### src/rtl/lcd_pkg.sv
// Shared definitions for the LCD bus arbiter slice.
// Contents:
//   state_t      - arbiter FSM state encoding
//   CMD_CLEAR    - HD44780 "clear display" command byte
//   CMD_HOME     - HD44780 "return home" command byte
//   is_slow_cmd  - true for the commands that need the long post-write wait
package lcd_pkg;

  typedef enum logic [2:0] {
    ST_IDLE,
    ST_SETUP,
    ST_PULSE,
    ST_HOLD,
    ST_WAIT
  } state_t;

  localparam logic [7:0] CMD_CLEAR = 8'h01;
  localparam logic [7:0] CMD_HOME  = 8'h02;

  // Clear and home only count as slow when written to the instruction
  // register; the same byte written as data is an ordinary write.
  function automatic logic is_slow_cmd(input logic rs, input logic [7:0] data);
    return (rs == 1'b0) && ((data == CMD_CLEAR) || (data == CMD_HOME));
  endfunction

endpackage

### src/rtl/lcd_bus_arbiter_if.sv
// Requester and LCD pin bundle for lcd_bus_arbiter.
// Signals:
//   req0_valid/rs/data, req0_ready - requester 0 (init sequencer)
//   req1_valid/rs/data, req1_ready - requester 1 (display refresh)
//   done, done_id, busy            - completion and status
//   lcd_e, lcd_rs, lcd_rw, lcd_data- LCD pins
// Modports:
//   slave  - arbiter side
//   master - requester / environment side
interface lcd_bus_arbiter_if;

  logic       req0_valid;
  logic       req0_rs;
  logic [7:0] req0_data;
  logic       req0_ready;
  logic       req1_valid;
  logic       req1_rs;
  logic [7:0] req1_data;
  logic       req1_ready;
  logic       done;
  logic       done_id;
  logic       busy;
  logic       lcd_e;
  logic       lcd_rs;
  logic       lcd_rw;
  logic [7:0] lcd_data;

  modport slave (
    input  req0_valid, req0_rs, req0_data,
    input  req1_valid, req1_rs, req1_data,
    output req0_ready, req1_ready,
    output done, done_id, busy,
    output lcd_e, lcd_rs, lcd_rw, lcd_data
  );

  modport master (
    output req0_valid, req0_rs, req0_data,
    output req1_valid, req1_rs, req1_data,
    input  req0_ready, req1_ready,
    input  done, done_id, busy,
    input  lcd_e, lcd_rs, lcd_rw, lcd_data
  );

endinterface

### src/rtl/lcd_ms_timer.sv
// Millisecond wait timer for the arbiter WAIT state.
// Ports:
//   clk, reset   - clock, asynchronous active-low reset
//   i_load       - restart the timer with i_ms milliseconds
//   i_ms         - wait length in ms (0 behaves as 1)
//   o_expire     - high in the last cycle of the wait
// The tick prescaler restarts on load, so the wait is exactly
// i_ms*CNT1MS cycles with no phase error from a free-running tick.
module lcd_ms_timer #(
  parameter int CNT1MS = 100000,
  parameter int MS_W   = 8
) (
  input  logic            clk,
  input  logic            reset,
  input  logic            i_load,
  input  logic [MS_W-1:0] i_ms,
  output logic            o_expire
);

  localparam int TICK_W = (CNT1MS > 1) ? $clog2(CNT1MS) : 1;
  localparam logic [TICK_W-1:0] TICK_LAST = TICK_W'(CNT1MS - 1);

  logic              r_active;
  logic [TICK_W-1:0] r_tick;
  logic [MS_W-1:0]   r_ms_left;
  logic              w_tick_wrap;

  assign w_tick_wrap = (r_tick == TICK_LAST);
  assign o_expire    = r_active && w_tick_wrap && (r_ms_left <= MS_W'(1));

  // NOTE: async active-low reset in the sensitivity list; every
  // sequential assignment is non-blocking so all registers update together.
  always_ff @(posedge clk or negedge reset) begin
    if (!reset) begin
      r_active  <= 1'b0;
      r_tick    <= '0;
      r_ms_left <= '0;
    end else if (i_load) begin
      r_active  <= 1'b1;
      r_tick    <= '0;
      r_ms_left <= i_ms;
    end else if (r_active) begin
      if (o_expire) r_active <= 1'b0;
      if (w_tick_wrap) begin
        r_tick    <= '0;
        r_ms_left <= r_ms_left - MS_W'(1);
      end else begin
        r_tick <= r_tick + TICK_W'(1);
      end
    end
  end

endmodule

### src/rtl/lcd_bus_arbiter.sv
// Two-requester round-robin arbiter driving an HD44780-style LCD bus.
// Ports:
//   clk    - clock
//   reset  - asynchronous active-low reset
//   bus    - requester handshakes, done/busy status and LCD pins
// Each accepted write runs SETUP -> PULSE (lcd_e high) -> HOLD -> WAIT,
// then pulses done. lcd_rs/lcd_data stay latched until the next accept.
module lcd_bus_arbiter
  import lcd_pkg::*;
#(
  parameter int CNT1MS    = 100000,
  parameter int SETUP_CYC = 4,
  parameter int PULSE_CYC = 50,
  parameter int HOLD_CYC  = 4,
  parameter int EXEC_MS   = 1,
  parameter int CLEAR_MS  = 4
) (
  input  logic               clk,
  input  logic               reset,
  lcd_bus_arbiter_if.slave   bus
);

  localparam int MAX_MS = (CLEAR_MS > EXEC_MS) ? CLEAR_MS : EXEC_MS;
  localparam int MS_W   = $clog2(MAX_MS + 1);
  localparam logic [7:0] SETUP_LAST = 8'(SETUP_CYC - 1);
  localparam logic [7:0] PULSE_LAST = 8'(PULSE_CYC - 1);
  localparam logic [7:0] HOLD_LAST  = 8'(HOLD_CYC - 1);

  state_t          r_state;
  state_t          w_next;
  logic [7:0]      r_cyc;
  logic            r_prio;      // requester that wins a tie
  logic            r_id;        // requester owning the current write
  logic            r_ready0;
  logic            r_ready1;
  logic            r_done;
  logic            r_done_id;
  logic            r_lcd_e;
  logic            r_lcd_rs;
  logic [7:0]      r_lcd_data;
  logic            w_accept;
  logic            w_grant_id;
  logic            w_load;
  logic            w_expire;
  logic            w_finish;
  logic [MS_W-1:0] w_ms;

  assign w_ms = is_slow_cmd(r_lcd_rs, r_lcd_data) ? MS_W'(CLEAR_MS) : MS_W'(EXEC_MS);

  lcd_ms_timer #(
    .CNT1MS (CNT1MS),
    .MS_W   (MS_W)
  ) u_timer (
    .clk      (clk),
    .reset    (reset),
    .i_load   (w_load),
    .i_ms     (w_ms),
    .o_expire (w_expire)
  );

  // NOTE: every signal driven here gets a default first, so no path
  // through the case can leave one unassigned and infer a latch.
  always_comb begin
    w_next     = r_state;
    w_accept   = 1'b0;
    w_grant_id = 1'b0;
    w_load     = 1'b0;
    w_finish   = 1'b0;
    case (r_state)
      ST_IDLE: begin
        if (bus.req0_valid || bus.req1_valid) begin
          w_accept   = 1'b1;
          w_grant_id = (bus.req0_valid && bus.req1_valid) ? r_prio : bus.req1_valid;
          w_next     = ST_SETUP;
        end
      end
      ST_SETUP: if (r_cyc == SETUP_LAST) w_next = ST_PULSE;
      ST_PULSE: if (r_cyc == PULSE_LAST) w_next = ST_HOLD;
      ST_HOLD: begin
        if (r_cyc == HOLD_LAST) begin
          w_next = ST_WAIT;
          w_load = 1'b1;
        end
      end
      ST_WAIT: begin
        if (w_expire) begin
          w_next   = ST_IDLE;
          w_finish = 1'b1;
        end
      end
      default: w_next = ST_IDLE;
    endcase
  end

  always_ff @(posedge clk or negedge reset) begin
    if (!reset) begin
      r_state <= ST_IDLE;
      r_cyc   <= '0;
    end else begin
      r_state <= w_next;
      // Phase counter restarts on every state change; only SETUP/PULSE/HOLD use it.
      if ((w_next != r_state) || (r_state == ST_IDLE) || (r_state == ST_WAIT))
        r_cyc <= '0;
      else
        r_cyc <= r_cyc + 8'd1;
    end
  end

  always_ff @(posedge clk or negedge reset) begin
    if (!reset) begin
      r_prio     <= 1'b0;
      r_id       <= 1'b0;
      r_ready0   <= 1'b0;
      r_ready1   <= 1'b0;
      r_done     <= 1'b0;
      r_done_id  <= 1'b0;
      r_lcd_e    <= 1'b0;
      r_lcd_rs   <= 1'b0;
      r_lcd_data <= 8'h00;
    end else begin
      r_ready0 <= w_accept && !w_grant_id;
      r_ready1 <= w_accept && w_grant_id;
      r_done   <= w_finish;
      if (w_finish) r_done_id <= r_id;
      // Registered so lcd_e is glitch-free yet high exactly while in PULSE.
      r_lcd_e  <= (w_next == ST_PULSE);
      if (w_accept) begin
        r_id       <= w_grant_id;
        r_prio     <= ~w_grant_id;
        r_lcd_rs   <= w_grant_id ? bus.req1_rs   : bus.req0_rs;
        r_lcd_data <= w_grant_id ? bus.req1_data : bus.req0_data;
      end
    end
  end

  assign bus.req0_ready = r_ready0;
  assign bus.req1_ready = r_ready1;
  assign bus.done       = r_done;
  assign bus.done_id    = r_done_id;
  assign bus.busy       = (r_state != ST_IDLE);
  assign bus.lcd_e      = r_lcd_e;
  assign bus.lcd_rs     = r_lcd_rs;
  assign bus.lcd_rw     = 1'b0;
  assign bus.lcd_data   = r_lcd_data;

endmodule

### src/flat_wrapper.sv
// flat-port wrapper written by rule: the top's interface ports become plain ports
module lcd_bus_arbiter_flat import lcd_pkg::*;
#(
  parameter int CNT1MS    = 100000,
  parameter int SETUP_CYC = 4,
  parameter int PULSE_CYC = 50,
  parameter int HOLD_CYC  = 4,
  parameter int EXEC_MS   = 1,
  parameter int CLEAR_MS  = 4
)
  (clk, reset, bus_req0_valid, bus_req0_rs, bus_req0_data, bus_req1_valid, bus_req1_rs, bus_req1_data, bus_req0_ready, bus_req1_ready, bus_done, bus_done_id, bus_busy, bus_lcd_e, bus_lcd_rs, bus_lcd_rw, bus_lcd_data);
  lcd_bus_arbiter_if bus_i ();
  input  logic clk;
  input  logic reset;
  input wire logic [$bits(bus_i.req0_valid)-1:0] bus_req0_valid;
  input wire logic [$bits(bus_i.req0_rs)-1:0] bus_req0_rs;
  input wire logic [$bits(bus_i.req0_data)-1:0] bus_req0_data;
  input wire logic [$bits(bus_i.req1_valid)-1:0] bus_req1_valid;
  input wire logic [$bits(bus_i.req1_rs)-1:0] bus_req1_rs;
  input wire logic [$bits(bus_i.req1_data)-1:0] bus_req1_data;
  output wire logic [$bits(bus_i.req0_ready)-1:0] bus_req0_ready;
  output wire logic [$bits(bus_i.req1_ready)-1:0] bus_req1_ready;
  output wire logic [$bits(bus_i.done)-1:0] bus_done;
  output wire logic [$bits(bus_i.done_id)-1:0] bus_done_id;
  output wire logic [$bits(bus_i.busy)-1:0] bus_busy;
  output wire logic [$bits(bus_i.lcd_e)-1:0] bus_lcd_e;
  output wire logic [$bits(bus_i.lcd_rs)-1:0] bus_lcd_rs;
  output wire logic [$bits(bus_i.lcd_rw)-1:0] bus_lcd_rw;
  output wire logic [$bits(bus_i.lcd_data)-1:0] bus_lcd_data;
  assign bus_i.req0_valid = bus_req0_valid;
  assign bus_i.req0_rs = bus_req0_rs;
  assign bus_i.req0_data = bus_req0_data;
  assign bus_i.req1_valid = bus_req1_valid;
  assign bus_i.req1_rs = bus_req1_rs;
  assign bus_i.req1_data = bus_req1_data;
  assign bus_req0_ready = bus_i.req0_ready;
  assign bus_req1_ready = bus_i.req1_ready;
  assign bus_done = bus_i.done;
  assign bus_done_id = bus_i.done_id;
  assign bus_busy = bus_i.busy;
  assign bus_lcd_e = bus_i.lcd_e;
  assign bus_lcd_rs = bus_i.lcd_rs;
  assign bus_lcd_rw = bus_i.lcd_rw;
  assign bus_lcd_data = bus_i.lcd_data;
  lcd_bus_arbiter #(.CNT1MS(CNT1MS), .SETUP_CYC(SETUP_CYC), .PULSE_CYC(PULSE_CYC), .HOLD_CYC(HOLD_CYC), .EXEC_MS(EXEC_MS), .CLEAR_MS(CLEAR_MS)) u_core (.clk(clk), .reset(reset), .bus(bus_i));
endmodule
### config.mk
export PLATFORM = sky130hd
export DESIGN_NAME = lcd_bus_arbiter_flat
export DESIGN_NICKNAME = d
export VERILOG_FILES = /design/src/rtl/lcd_pkg.sv /design/src/rtl/lcd_bus_arbiter_if.sv /design/src/rtl/lcd_ms_timer.sv /design/src/rtl/lcd_bus_arbiter.sv /design/src/flat_wrapper.sv
export SDC_FILE = /design/constraint.sdc
export NUM_CORES = 1
export LEC_CHECK = 0
export CAP_MARGIN = 0
export CELL_PAD_IN_SITES_DETAIL_PLACEMENT = 2
export CELL_PAD_IN_SITES_GLOBAL_PLACEMENT = 2
export CORE_MARGIN = 5
export CORE_UTILIZATION = 33
export DETAILED_ROUTE_END_ITERATION = 10
export PLACE_DENSITY = 0.85
export SLEW_MARGIN = 20
export SYNTH_ARGS = -nofsm -noshare
export SYNTH_HDL_FRONTEND = slang
export SYNTH_SLANG_ARGS = --single-unit
### constraint.sdc
create_clock -name clk -period 2.1 [get_ports clk]
set_clock_uncertainty 0.15 [all_clocks]
set_input_delay 0.21 -clock clk [delete_from_list [all_inputs] [get_ports clk]]
set_output_delay 0.21 -clock clk [all_outputs]
set_load 0.005 [all_outputs]
==> metrics.yaml <==
sta:
  setup_viol: 0
  max_freq_mhz: 496
  final.period_utilization_pct: 96.0
  fin_crit_ns: 2.02
  postLayoutSetupSlackWorst_ns: 0.0839
  rsz0062_at_grt: "yes"
  hold_violations: 0
  hold_slack_ns: 0.246
  maxSlewViolCount: 0
synth:
  postSynthAreaPerCell_sq_um: 9.75
  ys_seq_elements: 48
  synthArstFlopShare_pct: 100
  synth_flop_cell: "dfrtp_1"
  syn_nets: 267
  yosysWarningCount: 0
  synthCells: 240
  synth_cell_types: 40
  synth_edf_count: 0
  netlist_area_sq_um: 2340
  ys_seq_area_share_pct: 51.3
die:
  dieArea_sq_um: 8880
  num_io_pins: 38
  dieWidth_um: 94.2
  start_util_pct: 34.3
  rows: 30
  coreArea_sq_um: 6830
  fp.dieH_um: 94.2
layout:
  area_growth_pct: 30.3
  antennaDiodeCount: 0
  nNetsFinal: 319
  final_layout_size_suffix_gt1_share_pct: 11.3
  instances_no_fill: 389
  multi_input_area_sq_um: 1100
  regArea_sq_um: 1200
  fill_cells: 770
  final_util_pct: 44.7
setup_path:
  cp_max_fo: 6
  critPathLaunchType: "flop"
  critPathBufInv: 0
  worst-setup-path-type: "flop to flop"
  cp-end-kind: "flop"
  critical_path.top_delay_family: "simple AND/OR/NAND/NOR gates"
  critPathArrivalTime_ns: 2.07
  worstPathRequired_ns: 2.15
  worstPathCellList: "or3_4 > nor4_4 > nand3_4 > nor3_4 > mux2_1"
  slowest_stage: "dfrtp_1"
  critical_path.max_stage_delay_ns: 0.42
cts:
  cts_root_buf: "clkbuf_8"
  clkTransAtPathRegs_ns: 0.10
  cts_inserted_buffers: 5
  cts_tree: "built"
  post_cts_buffers: 0
  cts_max_path_buffers: 2
  htree_levels: 2
  clk_latency_ns: 0.31
  cts_sinks: 48
grt:
  grt_use_met1_pct: 18.8
  grt_overflow: 0
  use_met3_pct: 3.85
  antenna_found_initial: 0
  grt_pass1_vias: 2257
  grt_use_met2_pct: 29.1
  grt_pass1_wl_mm: 11.1
  grtUsageTotal_pct: 15.8
  grt_max_degree: 49
  grt.busiest_layer: "met2"
detailed_routing:
  drt_iter0_markers: 27
  drc: 0
  via_per_inst: 5.00
  firstDrtPassIters: 4
  num_vias: 1946
  drt_wl_total_mm: 6.48
  postRouteAntennaNets: 0
  routedWlPerCell_um: 16.7
placement:
  dp.cells: 380
  io_buffer_count: 36
  gp_congestion: 0.775
  dp_slack_ns: 0.0486
  dpl.hpwl_mm: 4.92
pwr:
  powerDensity_nw_per_um2: 554
  irDropWorstVdd_uv: 232
  finalPower_uw: 1690
  power.leakage_uw: 0.00140
run:
  maxCapViolCount: 0
outcome:
  status: "completed"
hold_path:
  hold_path.class: "primary input to async pin"
## report_power, final
group	internal (uW)	switching, uW
clock network	359	343
registers	923	0
logic	38.4	24.8
## final cells by class
type                       count  area share [%]
multi-input combinational    179            36.1
timing repair buffer          52            16.1
clock buffer                   5            2.26
sequential                    48            39.4
clock inverter                 3            1.52
inverter                       6           0.738
tap                           96            3.94
## worst min-delay path, cell delays in order
cell and delay (ns):
dlygate4sd3_1 0.52, buf_2 0.12, buf_12 0.24
## per-layer routing
layer / vias up / wire [um]
li1: 919 / -
met1: 989 / 2700
met2: 33 / 3470
met3: 5 / 266
met4: 0 / 47
met5: - / 0
## sequential cells by signal (all words and copies together) (netlist names)
register                  flops
u_core.bus.done               1
u_core.bus.done_id            1
u_core.bus.lcd_data           8
u_core.bus.lcd_e              1
u_core.bus.lcd_rs             1
u_core.bus.req0_ready         1
u_core.bus.req1_ready         1
u_core.r_cyc                  8
u_core.r_id                   1
u_core.r_prio                 1
u_core.r_state                3
u_core.u_timer.r_active       1
u_core.u_timer.r_ms_left      3
u_core.u_timer.r_tick        17
## cells in the final DEF, fill, tap and decap left out, types with 6 or more instances in the layout
master / Yosys / routed
a21oi_1: 7 / 7
a22oi_1: 10 / 10
buf_4: 1 / 14
clkdlybuf4s50_1: 0 / 35
dfrtp_1: 48 / 48
inv_1: 6 / 6
nand2_1: 42 / 42
nand3_1: 8 / 7
nand4_1: 8 / 8
nor2_1: 32 / 32
nor3_1: 7 / 6
xnor2_1: 8 / 8
xor2_1: 14 / 14
## final timing paths
check                                                       end  slack (ns)  cells after the start                                  from
max                              u_core.bus.done_id$_DFFE_PN0P_        0.08                      5  u_core.u_timer.r_tick[8]$_DFFE_PN0P_
min                        u_core.u_timer.r_tick[5]$_DFFE_PN0P_        0.25                      3                                 reset
max reg2reg                      u_core.bus.done_id$_DFFE_PN0P_        0.08                      5  u_core.u_timer.r_tick[8]$_DFFE_PN0P_
min reg2reg                           u_core.r_prio$_DFFE_PN0P_        0.34                      1             u_core.r_prio$_DFFE_PN0P_
max in group asynchronous             u_core.r_cyc[2]$_DFF_PN0_        1.31                      3                                 reset
min in group clk             u_core.bus.lcd_data[6]$_DFFE_PN0P_        0.27                      3                      bus_req0_data[6]
## per-stage QoR
stage	TNS (ns)	cell area, sq um
2_1_floorplan	0	2340
3_3_place_gp	0	2910
3_5_place_dp	0	2910
4_1_cts	0	3040
5_1_grt	-0.0163	3050
6_report	0	3050
## cell families (layout without fill, tap and decap cells)
logic type | Yosys count | count (layout) | share of synthesized area [%]
DFF | 48 | 48 | 51.3
muxes | 2 | 2 | 0.909
AOI/OAI and AO/OA | 29 | 29 | 8.07
xor gates and xnor gates | 22 | 22 | 8.23
other | 1 | 1 | 0.160
and+or+nand+nor | 120 | 120 | 26.4
adders and majority gates | 5 | 5 | 2.67
buffers and inverters | 13 | 66 | 2.30
## cells in the mapped netlist (2+ instances only)
cell	instances	area [sq um]
dfrtp_1	48	1200
nand2_1	42	158
nor2_1	32	120
xor2_1	14	123
a22oi_1	10	75.1
nand3_1	8	40.0
nand4_1	8	50.1
xnor2_1	8	70.1
a21oi_1	7	35.0
nor3_1	7	35.0
inv_1	6	22.5
and3_1	5	31.3
clkbuf_1	5	18.8
ha_1	5	62.6
o21ai_0	4	20.0
a21o_1	3	22.5
and4_1	2	17.5
nor2b_1	2	12.5
nor3_4	2	32.5
nor4_1	2	12.5
## what timing repair did
action / in CTS / in global routing
hold buffers: 1 / 0
setup endpoints to repair: 0 / 5
hold endpoints to repair: 48 / 0
resized for setup: 0 / 3
Power figures use the tool's default switching activity.
